**src/rtl/mb_serial_frame_rx.sv**
```systemverilog
// Serial frame receiver for the CRC-3 lab link: start bit, DATA_W data bits and 3 CRC bits, all MSB first.
// Optional stop-bit checking is compiled in with `define MB_RX_STOP_BIT_EN.
module mb_serial_frame_rx #(
    parameter int          DATA_W   = 8,
    parameter logic [2:0]  CRC_POLY = 3'b011,
    parameter logic [2:0]  CRC_INIT = 3'b000
) (
    input  logic              CLK,
    input  logic              CLEAR_bar,
    input  logic              Enable,
    input  logic              Serial_In,
    input  logic              Ack,
    output logic [DATA_W-1:0] Data_Out,
    output logic              Valid,
    output logic              CRC_Error,
    output logic              Overrun,
    output logic              Busy,
    output logic              Frame_Error
);

    localparam int CNT_W = $clog2(DATA_W + 1);

`ifdef MB_RX_STOP_BIT_EN
    typedef enum logic [1:0] {S_IDLE, S_DATA, S_CRC, S_STOP} state_t;
`else
    typedef enum logic [1:0] {S_IDLE, S_DATA, S_CRC} state_t;
`endif

    state_t              state_q, state_d;
    logic [CNT_W-1:0]    cnt_q, cnt_d;
    logic [DATA_W-1:0]   shift_q, shift_d;
    logic [2:0]          crc_q, crc_d, crc_step;
    logic [DATA_W-1:0]   data_q, data_d;
    logic                valid_q, valid_d;
    logic                crc_err_q, crc_err_d;
    logic                ovr_q, ovr_d;
    logic                ferr_q, ferr_d;
    logic                done;
    logic                stop_bad;

    // Serial CRC: feedback is the outgoing MSB xor the incoming bit.
    always_comb begin
        crc_step = {crc_q[1:0], 1'b0};
        if (crc_q[2] ^ Serial_In) crc_step = crc_step ^ CRC_POLY;
    end

    always_comb begin
        state_d  = state_q;
        cnt_d    = cnt_q;
        shift_d  = shift_q;
        crc_d    = crc_q;
        done     = 1'b0;
        stop_bad = 1'b0;
        if (Enable) begin
            case (state_q)
                S_IDLE: begin
                    if (!Serial_In) begin
                        state_d = S_DATA;
                        cnt_d   = '0;
                        crc_d   = CRC_INIT;
                    end
                end
                S_DATA: begin
                    shift_d = {shift_q[DATA_W-2:0], Serial_In};
                    crc_d   = crc_step;
                    if (cnt_q == CNT_W'(DATA_W - 1)) begin
                        state_d = S_CRC;
                        cnt_d   = '0;
                    end else begin
                        cnt_d = cnt_q + 1'b1;
                    end
                end
                S_CRC: begin
                    crc_d = crc_step;
                    if (cnt_q == CNT_W'(2)) begin
`ifdef MB_RX_STOP_BIT_EN
                        state_d = S_STOP;
`else
                        state_d = S_IDLE;
                        done    = 1'b1;
`endif
                    end else begin
                        cnt_d = cnt_q + 1'b1;
                    end
                end
`ifdef MB_RX_STOP_BIT_EN
                S_STOP: begin
                    state_d  = S_IDLE;
                    done     = 1'b1;
                    stop_bad = !Serial_In;
                end
`endif
                default: state_d = S_IDLE;
            endcase
        end
    end

    // Completion wins over Ack; Ack on the completing edge only suppresses overrun.
    always_comb begin
        data_d    = data_q;
        valid_d   = valid_q;
        crc_err_d = crc_err_q;
        ovr_d     = ovr_q;
        ferr_d    = ferr_q;
        if (done) begin
            data_d    = shift_q;
            valid_d   = 1'b1;
            crc_err_d = |crc_d;
            ferr_d    = stop_bad;
            if (Ack)          ovr_d = 1'b0;
            else if (valid_q) ovr_d = 1'b1;
        end else if (Ack && valid_q) begin
            valid_d = 1'b0;
            ovr_d   = 1'b0;
            ferr_d  = 1'b0;
        end
    end

    always_ff @(posedge CLK or negedge CLEAR_bar) begin
        if (!CLEAR_bar) begin
            state_q   <= S_IDLE;
            cnt_q     <= '0;
            shift_q   <= '0;
            crc_q     <= CRC_INIT;
            data_q    <= '0;
            valid_q   <= 1'b0;
            crc_err_q <= 1'b0;
            ovr_q     <= 1'b0;
            ferr_q    <= 1'b0;
        end else begin
            state_q   <= state_d;
            cnt_q     <= cnt_d;
            shift_q   <= shift_d;
            crc_q     <= crc_d;
            data_q    <= data_d;
            valid_q   <= valid_d;
            crc_err_q <= crc_err_d;
            ovr_q     <= ovr_d;
            ferr_q    <= ferr_d;
        end
    end

    assign Data_Out  = data_q;
    assign Valid     = valid_q;
    assign CRC_Error = crc_err_q;
    assign Overrun   = ovr_q;
    assign Busy      = (state_q != S_IDLE);
`ifdef MB_RX_STOP_BIT_EN
    assign Frame_Error = ferr_q;
`else
    assign Frame_Error = 1'b0;
`endif

endmodule
```
**config.mk**
```make
export PLATFORM = sky130hd
export DESIGN_NAME = mb_serial_frame_rx
export DESIGN_NICKNAME = d
export VERILOG_FILES = /design/src/rtl/mb_serial_frame_rx.sv
export SDC_FILE = /design/constraint.sdc
export NUM_CORES = 1
export LEC_CHECK = 0
export CAP_MARGIN = 20
export CORE_ASPECT_RATIO = 1.1
export CORE_MARGIN = 2
export CORE_UTILIZATION = 55
export DETAILED_ROUTE_END_ITERATION = 8
export PLACE_DENSITY = 0.87
export RECOVER_POWER = 100
export SYNTH_ARGS = -nofsm -noshare
export SYNTH_HDL_FRONTEND = slang
export SYNTH_SLANG_ARGS = --single-unit
```
**constraint.sdc**
```tcl
create_clock -name CLK -period 4.4 [get_ports CLK]
set_input_delay 1.32 -clock CLK [delete_from_list [all_inputs] [get_ports CLK]]
set_output_delay 1.32 -clock CLK [all_outputs]
set_load 0.005 [all_outputs]
```
==> key figures, run 1 <==
Outcome
  – Status: complete, no violations

Clock tree
  – CTS Buf Count: 3
  – Clock transition at path regs: about 0.14 ns
  – CTS sink cnt: 28
  – # hold bufs at CTS: 0
  – CTS tree: done
  – Max clock buf depth: 2
  – Worst-Skew Late Latency: 0.34 ns
  – Cts repair resizes: 0
  – Post-CTS setup repair buffer count: 0
  – Clock Tree Root: clkbuf_4
  – H-tree Lvls: 1

Logic synthesis
  – Yosys warning count: 0
  – Post-Syn Nets: approximately 140
  – Mapped Avg Cell Area: ~11 um2
  – Main synth FF type: dfrtp_1
  – EDFF count, synth: 0
  – Mapped Cells: approximately 130
  – Synth unique cells: 34
  – Post-synth ARST share: 100%
  – Mapped cell area: about 1400 um2
  – Seq cells post-synth: 28
  – Sequential area share after synthesis: 51.4%

Layout
  – Antenna Diode Count: 0
  – Commonest cells after routing, fill and taps aside: 29 x nand2_1, 28 x dfrtp_1, 14 x dlygate4sd3_1
  – Non-Filler Instances: 172
  – Layout cells sized above 1: 10.6%
  – Syn-to-layout area delta: 15.0%
  – Most common cell after layout, fill and taps aside: nand2_1
  – Final-stage net count: 156
  – Number of fill cells in the layout: 195

Placed design
  – Placed insts: 168
  – HPWL after DPL: ~1700 um
  – IO Port Bufs: 16
  – Final GP Congestion: about 0.84
  – Place WS: 1.35 ns

Drt
  – DRT iter0 DRCs: 10
  – Vias/cell: roughly 5.5
  – Antenna Nets Post-Route: 0
  – Detailed Routing Iterations Pass 1: 4
  – Via Count: around 940
  – DRC: 0
  – DR WL/cell: 13.4 um
  – Final WL: 2300 um

Global route
  – Vias in the first global route: 979
  – Initial antenna violation count: 0
  – Largest net degree at the start of global routing: 29
  – Grt ovf: 0
  – Gr usage total: 18.6%
  – First-pass GRT wire length: 4140 um

Critical path
  – Worst path slowest cell: dlygate4sd3_1
  – Crit path arrival time: 1.80 ns
  – Critical Path Source Type: register
  – Maximum fanout along the worst path: 5
  – Most used cell, CP: inv_1
  – Reg2reg start: state_q[0]
  – Worst-path cell chain: inv_1 -> ha_1 -> inv_1 -> dlygate4sd3_1
  – Setup CP Type: register to primary output
  – CP peak stage delay: 0.57 ns
  – Worst flop-to-flop path endpoint: CRC_Error
  – Worst r2r path cells: 6
  – CP startpoint: state_q[0]
  – WP data required: around 3.1 ns
  – CP endpoint kind: primary output
  – Critical Path End: Busy
  – FF-to-FF setup slack: 2.43 ns

Power and ir drop
  – VDD IR max: 0.453 mV
  – Pleak: 0.000784 uW
  – Pwr Density: 605 nW/um2

Floorplanning
  – I/O pin count: 18
  – Die Y: approximately 56 um
  – Row Count: 18
  – Starting Density: 59.4%
  – Die area: 2890 um2
  – Die X: 51.5 um
  – Core area: 2300 um2

Timing
  – Final WS setup: approximately 1.3 ns
  – Final Skew: 0.0140 ns
  – RSZ-0062 raised after global routing: no
  – Measured slew at the worst slew-check pin: ~1.5 ns
  – Max frequency: between 300 and 400 MHz
  – Worst slew margin: 2.40%
  – Final period utilization: a little under three quarters
  – Final Hold Vio Count: 0
  – Setup_tns: 0 ns
  – Min Clock Period, post-route: 3.12 ns
  – Final setup fails: 0
  – Final slew viol count: 0
  – Hold_ws: between 0.4 and 0.5 ns

Flow run
  – Max-cap violations: 0

Min path
  – Worst hold path class: register to register
## cell usage after synthesis (2+ instances only)
cell / n / area share (%)
nand2_1: 29 / 8.0
dfrtp_1: 28 / 51
mux2_2: 9 / 7.4
ha_1: 8 / 7.3
inv_1: 7 / 1.9
nand3_1: 5 / 1.8
o21ai_0: 5 / 1.8
buf_4: 3 / 1.7
nand3b_1: 3 / 1.7
mux2i_1: 2 / 1.5
nor2_1: 2 / 0.55
nor4_1: 2 / 0.92
## metal layers
metal	vias up	routed length (um)	track usage, %
li1	458	-	-
met2	24	1130	32.1
met5	-	0	0
met3	5	94	2.69
met4	0	34	8.27
met1	456	1040	22.6
## per-stage QoR
stage,area [um2],power (uW),utilization [%]
after floorplan,1360,681,-
after global placement,1540,792,67.1
after detailed placement,1540,821,67.1
after CTS,1590,988,69.4
after global routing,1570,1030,68.2
final,1570,948,68.2
## how the worst min path moves through the flow
| stage | cells after the start | start | endpoint | slack [ns] |
|---|---|---|---|---|
| 4_1_cts | 2 | Data_Out[7] | Data_Out[7] | 0.50 |
| 3_3_place_gp | 2 | shift_q[7] | Data_Out[7] | 0.44 |
| 3_5_place_dp | 2 | Data_Out[7] | Data_Out[7] | 0.46 |
| 2_1_floorplan | 2 | shift_q[7] | Data_Out[7] | 0.43 |
| 5_1_grt | 2 | Data_Out[0] | Data_Out[0] | 0.51 |
| 6_report | 2 | Data_Out[4] | Data_Out[4] | 0.48 |
## state kept, by name, summed over array words and instances, names as in the netlist
signal     flops
Overrun        1
Data_Out       8
crc_q          3
CRC_Error      1
cnt_q          4
shift_q        8
state_q        2
Valid          1
## final cells by class
cell class | count | area (um2) | share of cell area (%)
Clock buffer | 3 | 22.5 | 1.44
Timing Repair Buffer | 17 | 164 | 10.5
Multi-Input combinational cell | 86 | 587 | 37.4
Tap cell | 30 | 37.5 | 2.39
Inverter | 7 | 26.3 | 1.68
Sequential cell | 28 | 701 | 44.7
Clock inverter | 1 | 30.0 | 1.92
## report_power, final
part | leakage, uW | internal, uW | switching (uW)
Sequential | 0.000363 | 353 | 72.2
Clock | 0.0000279 | 92.2 | 76.2
Combinational | 0.000393 | 186 | 169
## critical path: cells and delay by family, from the launching register on
kind	cells	cell delay [ns]
adders and majority gates	1	0.26
DFF	1	0.44
buffers and inverters	3	0.77
## logic make-up after synthesis
logic type                 share of synthesized area, %
AOI/OAI and AO/OA                                  8.81
and+or+nand+nor                                    17.6
adders and majority gates                          7.34
muxes                                              10.0
xor gates and xnor gates                          0.642
buffers and inverters                              3.94
DFF                                                51.4
other                                             0.275
(Power assumes the default switching activity.)
==> inputs of run 2 (changes only) <==
Settings changed: CORE_UTILIZATION 55 to 53, PLACE_DENSITY 0.87 to 0.84.
Clock period 4.4 ns to 3.13 ns, I/O delays scaled along.
==> key figures, run 2 (synthesis gave the netlist of run 1 again) <==
Global route
  – Met1 Use GR: 24.6% (+2.0 points)
  – Gr usage total: 18.9% (+0.31 points)
  – M2 GR Usage: 32.9% (+0.81 points)
  – First-pass GRT wire length: 4300 um (+3.8%)
  – Largest net degree at the start of global routing: 29 (unchanged)
  – Busiest grt layer: met2
  – Grt ovf: 0 (unchanged)
  – Initial antenna violation count: 0 (unchanged)
  – Vias in the first global route: 988 (+0.92%)
  – Met3 Use GR: 2.36% (-0.33 points)

Flow run
  – Max-cap violations: 0 (unchanged)

Critical path
  – Most used cell, CP: inv_1
  – CP top delay family: buffers and inverters
  – Crit path arrival time: 1.82 ns (+0.02 ns)
  – CP endpoint kind: primary output
  – Worst path bufs/invs: 3 (unchanged)
  – Worst path slowest cell: dlygate4sd3_1
  – WP data required: 2.19 ns (-0.89 ns)
  – Setup CP Type: register to primary output
  – Critical Path Source Type: register
  – CP peak stage delay: 0.58 ns (about the same)
  – Worst-path cell chain: inv_1 -> ha_1 -> inv_1 -> dlygate4sd3_1
  – Maximum fanout along the worst path: 5 (unchanged)

Clock tree
  – Cts repair resizes: 0 (unchanged)
  – CTS sink cnt: 28 (unchanged)
  – CTS tree: done
  – # hold bufs at CTS: 0 (unchanged)
  – Max clock buf depth: 2 (unchanged)
  – Clock Tree Root: clkbuf_4
  – Post-CTS setup repair buffer count: 0 (unchanged)
  – H-tree Lvls: 1 (unchanged)
  – Clock transition at path regs: 0.14 ns (about the same)
  – Worst-Skew Late Latency: 0.31 ns (-0.03 ns)
  – CTS Buf Count: 3 (unchanged)

Timing
  – Setup_tns: 0 ns (unchanged)
  – Final slew viol count: 0 (unchanged)
  – Min Clock Period, post-route: 2.76 ns
  – Worst slew margin: 1.92% (-0.48 points)
  – RSZ-0062 raised after global routing: no
  – Final Hold Vio Count: 0 (unchanged)
  – Max frequency: 363 MHz
  – Final Skew: 0.00187 ns (-0.0122 ns)
  – Final period utilization: roughly nine tenths
  – Measured slew at the worst slew-check pin: 1.47 ns (+0.00722 ns)
  – Final setup fails: 0 (unchanged)

Layout
  – Antenna Diode Count: 0 (unchanged)
  – Non-Filler Instances: 173 (+0.58%)
  – Most common cell after layout, fill and taps aside: nand2_1
  – Commonest cells after routing, fill and taps aside: 29 x nand2_1, 28 x dfrtp_1, 15 x dlygate4sd3_1
  – Layout cells sized above 1: 10.6% (unchanged)
  – Syn-to-layout area delta: 14.1%
  – Final-stage net count: 156 (unchanged)
  – Final core occ: 63.0% (-5.3 points)

Floorplanning
  – Die X: 52.4 um (+1.7%)
  – I/O pin count: 18 (unchanged)
  – Core area: 2470 um2 (+7.6%)
  – Starting Density: 55.2% (-4.2 points)
  – Row Count: 19 (+1)
  – Die area: 3000 um2 (+3.5%)
  – Die Y: 57.2 um (+1.7%)

Outcome
  – Status: complete, no violations

Drt
  – Detailed Routing Iterations Pass 1: 4 (unchanged)
  – Antenna Nets Post-Route: 0 (unchanged)
  – DR WL/cell: 14.4 um (+7.9%)
  – Via Count: 958 (+1.6%)
  – Vias/cell: 5.54 (+1.0%)
  – DRC: 0 (unchanged)
  – DRT iter0 DRCs: 22 (+12)
  – Final WL: 2490 um (+8.5%)

Power and ir drop
  – VDD IR max: 0.573 mV (+26%)
  – Pleak: 0.000783 uW (about the same)
  – Pwr Density: 825 nW/um2 (+36%)
  – Pwr Total: 1280 uW (+35%)

Placed design
  – Placed insts: 169 (+0.60%)
  – HPWL after DPL: 1880 um (+9.4%)
  – IO Port Bufs: 16 (unchanged)
  – Final GP Congestion: 0.800 (-4.6%)

Min path
  – Worst hold path class: register to register
[run 2: worst paths after layout]
path                              from     endpoint  slack, ns  cells past startpoint
setup / recovery            state_q[0]         Busy       0.37                      4
hold / removal             Data_Out[5]  Data_Out[5]       0.49                      2
setup reg to reg            state_q[0]    CRC_Error       1.10                      6
hold reg to reg            Data_Out[5]  Data_Out[5]       0.49                      2
max in group asynchronous    CLEAR_bar  Data_Out[0]       0.80                      2
min in group asynchronous    CLEAR_bar  Data_Out[7]       1.49                      2
[run 2: cell type report]
cell class | count | area (um2)
clock buffers | 4 | 36.3
fillers | 229 | 916
inverters | 7 | 26.3
multi-input cells | 86 | 591
flip-flops and latches | 28 | 701
well taps | 31 | 38.8
repair buffers | 17 | 164
[run 2: power breakdown]
part / leakage (uW) / switching [uW] / internal, uW
Clock: 0.0000210 / 97.6 / 71.0
Sequential: 0.000363 / 107 / 497
Combinational: 0.000400 / 248 / 264
[run 2: worst min-delay path, cell delays in order, from the launching register on]
cell	delay (ns)
dfrtp_1	0.37
nand2_1	0.05
nand2_1	0.05
[run 2: routing by layer]
metal | share of wire [%] | wire length, um
met5 | 0 | 0
met4 | 1.0 | 25
met3 | 3.9 | 96
met2 | 53 | 1330
met1 | 42 | 1040
[run 2: per-stage QoR]
stage	hold slack, ns	cell area [um2]	worst slack (ns)
after floorplan	0.433	1360	1.02
after global placement	0.445	1540	0.506
after detailed placement	0.462	1540	0.430
after CTS	0.495	1580	0.443
after global routing	0.518	1560	0.287
final	0.486	1560	0.374
